===== src/rtl/io_input_conditioner.sv =====
// Two-flop synchronizer, shared-tick debouncer, key press detection and count, packed into two 32-bit input words.
// Latency: 2 sync edges plus STABLE tick edges to a level change; no backpressure, outputs are free-running registers.
module io_input_conditioner #(
    parameter int SW_W     = 32,
    parameter int KEYS     = 4,
    parameter int TICK_DIV = 50000,
    parameter int STABLE   = 3
) (
    input  logic              io_clk,
    input  logic              reset,
    input  logic [SW_W-1:0]   sw_raw,
    input  logic [KEYS-1:0]   key_raw,
    output logic [31:0]       in_port0,
    output logic [31:0]       in_port1,
    output logic [KEYS-1:0]   key_rise,
    output logic              tick
);

    localparam int N  = SW_W + KEYS;
    localparam int CW = (TICK_DIV > 1) ? $clog2(TICK_DIV) : 1;

    // Switches occupy the low SW_W bits of every per-pin vector, keys the top KEYS bits.
    logic [CW-1:0]               cnt_q, cnt_d;
    logic [N-1:0]                s1_q, s2_q;
    logic [N-1:0]                level_q, level_d;
    logic [N-1:0][STABLE-2:0]    hist_q, hist_d;
    logic [KEYS-1:0]             rise_q, rise_d;
    logic [15:0]                 count_q, count_d;
    logic [15:0]                 inc;
    logic [STABLE-1:0]           cand;

    always_comb begin
        tick    = (cnt_q == CW'(TICK_DIV - 1));
        cnt_d   = tick ? '0 : cnt_q + CW'(1);
        hist_d  = hist_q;
        level_d = level_q;
        cand    = '0;
        if (tick) begin
            for (int i = 0; i < N; i++) begin
                cand      = {hist_q[i], s2_q[i]};
                hist_d[i] = cand[STABLE-2:0];
                if (&cand) begin
                    level_d[i] = 1'b1;
                end else if (!(|cand)) begin
                    level_d[i] = 1'b0;
                end
            end
        end
        rise_d = tick ? (level_d[N-1:SW_W] & ~level_q[N-1:SW_W]) : '0;
        inc    = '0;
        for (int k = 0; k < KEYS; k++) begin
            inc = inc + {15'd0, rise_d[k]};
        end
        count_d = count_q + inc;
    end

    always_ff @(posedge io_clk or posedge reset) begin
        if (reset) begin
            cnt_q   <= '0;
            s1_q    <= '0;
            s2_q    <= '0;
            hist_q  <= '0;
            level_q <= '0;
            rise_q  <= '0;
            count_q <= '0;
        end else begin
            cnt_q   <= cnt_d;
            s1_q    <= {key_raw, sw_raw};
            s2_q    <= s1_q;
            hist_q  <= hist_d;
            level_q <= level_d;
            rise_q  <= rise_d;
            count_q <= count_d;
        end
    end

    always_comb begin
        in_port0             = 32'(level_q[SW_W-1:0]);
        in_port1             = '0;
        in_port1[31:16]      = count_q;
        in_port1[KEYS-1:0]   = level_q[N-1:SW_W];
    end

    assign key_rise = rise_q;

endmodule


===== config.mk =====
export PLATFORM = sky130hd
export DESIGN_NAME = io_input_conditioner
export DESIGN_NICKNAME = d
export VERILOG_FILES = /design/src/rtl/io_input_conditioner.sv
export SDC_FILE = /design/constraint.sdc
export NUM_CORES = 1
export LEC_CHECK = 0
export CELL_PAD_IN_SITES_DETAIL_PLACEMENT = 0
export CELL_PAD_IN_SITES_GLOBAL_PLACEMENT = 1
export CORE_UTILIZATION = 46
export CTS_CLUSTER_DIAMETER = 30
export DETAILED_ROUTE_END_ITERATION = 12
export GPL_TIMING_DRIVEN = 0
export PLACE_DENSITY_LB_ADDON = 0.1
export SLEW_MARGIN = 20
export SYNTH_ARGS = -nofsm -noshare
export SYNTH_HDL_FRONTEND = slang
export SYNTH_SLANG_ARGS = --single-unit

===== constraint.sdc =====
create_clock -name io_clk -period 21.8 [get_ports io_clk]
set_input_delay 4.36 -clock io_clk [delete_from_list [all_inputs] [get_ports io_clk]]
set_output_delay 4.36 -clock io_clk [all_outputs]
set_load 0.005 [all_outputs]

==> results.cfg <==
[status]
status = completed

[clock_tree]
insertion_delay_ns = 0.51
cts_tree = done
cts_buffer_depth = 3
clkTransAtPathRegs_ns = 0.04
numClockSinks = 216
cts_buffers = 45
ctsResizeCount = 0
cts_setup_buffers = 0
cts_htree_levels = 2
cts_hold_buf = 0
root_buffer = clkbuf_16

[global_routing]
grt_use_total = 0.210
antenna_found_initial = 0
grt_max_degree = 111
grt_first_pass_wirelength_um = 29600
first_global_vias = 6164
grt_overflow_total = 0

[cells_and_area]
layout_commonest_cell = nand2_1
drive_gt1_frac = 0.123
antenna_cells = 0
fin_nets = 919
area_growth_pct = 35.7
most-common-layout-cells = nand2_1 (220), dfrtp_1 (216), clkdlybuf4s50_1 (94), nor2_1 (49), clkbuf_16 (47)

[power]
total_leakage_power_nw = 5.21
peakVddDrop_mv = 0.0715
p_per_area_nw_per_um2 = 102

[placed_design]
dp_hpwl_um = 10800
dp_slack_ns = 15.36
place_congestion = 0.726
io_buffer_count = 94

[timing]
fin_crit_sh = 0.320
finalCriticalPeriod_ns = 6.97
slew_violations = 0
hold_viol = 0
tns_ns = 0
fmax_ghz = 0.143
worst_pin_slew_ns = 0.746
finalWorstSetupSlack_ns = 14.83
maxSlewHeadroom = 0.502
setup_viol = 0
rsz0062_at_grt = false
fin_worst_skew_ns = 0.0161

[hold_path]
min_from = s1_q[20]
holdPathStages = 0
holdCritPathClass = reg2reg
hold_end = s2_q[20]

[detailed_routing]
postRouteAntennaNets = 0
initialDrtViolationCount = 336
route.detailed.drc = 0
first_pass_iters = 5
vias = 5759
wire_per_inst_um = 15.3
vias_per_cell = 5.10
drt_wl_total_um = 17200

[worst_setup_path]
worst_path_largest_cell_delay_ns = 0.55
required_ns = 17.44
crit_arrival_ns = 2.61
critPathKind = reg2out
critical-path-top-delay-family = buffers and inverters
cp.buffers_inverters = 4
rr_worst_depth = 13
slowest_stage = clkdlybuf4s50_1
timing.rr.end = count_q[13]
startpoint_type = register
ff2ff_setup_slack_ns = 17.92
timing.rr.start = cnt_q[0]
cp_max_fo = 10
crit_chain = ha_1 > and3_1 > nand4_1 > inv_2 > buf_4 > buf_2 > clkdlybuf4s50_1
endpoint_kind = output port

[synthesis]
synthFlopType = dfrtp_1
yosysWarnings = 0
synth_largest_area_cell = dfrtp_1
synthArstFlopShare = 1.00
synth_area_um2 = 7960
ys_seq_area_frac = 0.679
synth_area_leaders = dfrtp_1 (68%), nand2_1 (10%), nor4_1 (3.0%)
synth.distinct_cells = 32
synth_cells = 723
avgSynthCellArea_um2 = 11.0
synth.top_cell.area_share = 0.679
synth_edf_count = 0
synth_seq_cells = 216

[die]
ios = 107
start_util = 0.475
fp.dieW_um = 134
die-height_um = 134
dieArea_um2 = 17800
rows = 47
core_area_um2 = 16800

[run]
drv_cap = 0
## final cells by class
class                           instances  area, um^2
Fill cell                            1336        5970
Inverter                               14        60.1
Timing Repair Buffer                   95         968
Multi-Input combinational cell        467        2310
Sequential cell                       216        5410
Tap cell                              220         275
Clock inverter                         16         191
Buffer                                 37         230
Clock buffer                           65        1350
## flip-flops by register name, indices dropped and copies added, names as in the netlist
name / cells
count_q: 16
hist_q: 72
s1_q: 36
level_q: 36
key_rise: 4
cnt_q: 16
s2_q: 36
## power by group
group	switching, mW	total, mW	leakage, nW	internal [mW]
Combinational	0.00915	0.0170	1.61	0.00780
Sequential	0.00394	0.413	2.84	0.409
Clock	0.203	0.675	0.759	0.473
Total	0.216	1.11	5.21	0.890
## how the worst max path moves through the flow
stage	start	cells past startpoint	slack [ns]	end
5_1_grt	cnt_q[0]	7	14.68	tick
6_report	cnt_q[0]	7	14.83	tick
3_5_place_dp	cnt_q[0]	7	15.36	tick
2_1_floorplan	reset	1	11.53	cnt_q[0]
3_3_place_gp	reset	2	9.11	s1_q[11]
4_1_cts	cnt_q[0]	7	14.81	tick
## metal layers
| layer | track usage | wire [um] |
|---|---|---|
| met5 | 0 | 0 |
| met4 | 0.0833 | 277 |
| met3 | 0.0506 | 1030 |
| met2 | 0.352 | 8630 |
| met1 | 0.262 | 7310 |
## synth_stat cells (all sizes together), types with 2 or more instances
library cell	number
nand2	220
dfrtp	216
nor2	49
nor3	38
nor4	38
a31oi	35
buf	33
xnor2	15
inv	14
nand3	13
xor2	13
nand4	9
and3	5
clkbuf	4
fa	3
nor2b	3
and4bb	2
ha	2
## stage by stage
stage	std cells	util	cell area, um^2	power [mW]	hold slack [ns]
after detailed placement	1049	0.552	9250	0.436	0.335
after CTS	1130	0.644	10800	1.12	0.344
after global placement	1048	0.550	9210	0.435	0.332
final	1130	0.644	10800	1.11	0.342
after floorplan	734	-	8000	0.426	0.331
after global routing	1130	0.644	10800	1.14	0.354
## cell families after synthesis
kind of cell | count (synthesis) | share of synthesized area
AO/OA/AOI/OAI | 40 | 0.0322
XOR/XNOR | 28 | 0.0308
adder cells (fa/ha/maj) | 5 | 0.0107
buffers and inverters | 51 | 0.0355
flip-flops | 216 | 0.679
other | 1 | 0.000471
AND/OR/NAND/NOR | 382 | 0.211
Note: power is estimated with default switching activity, not from simulation.
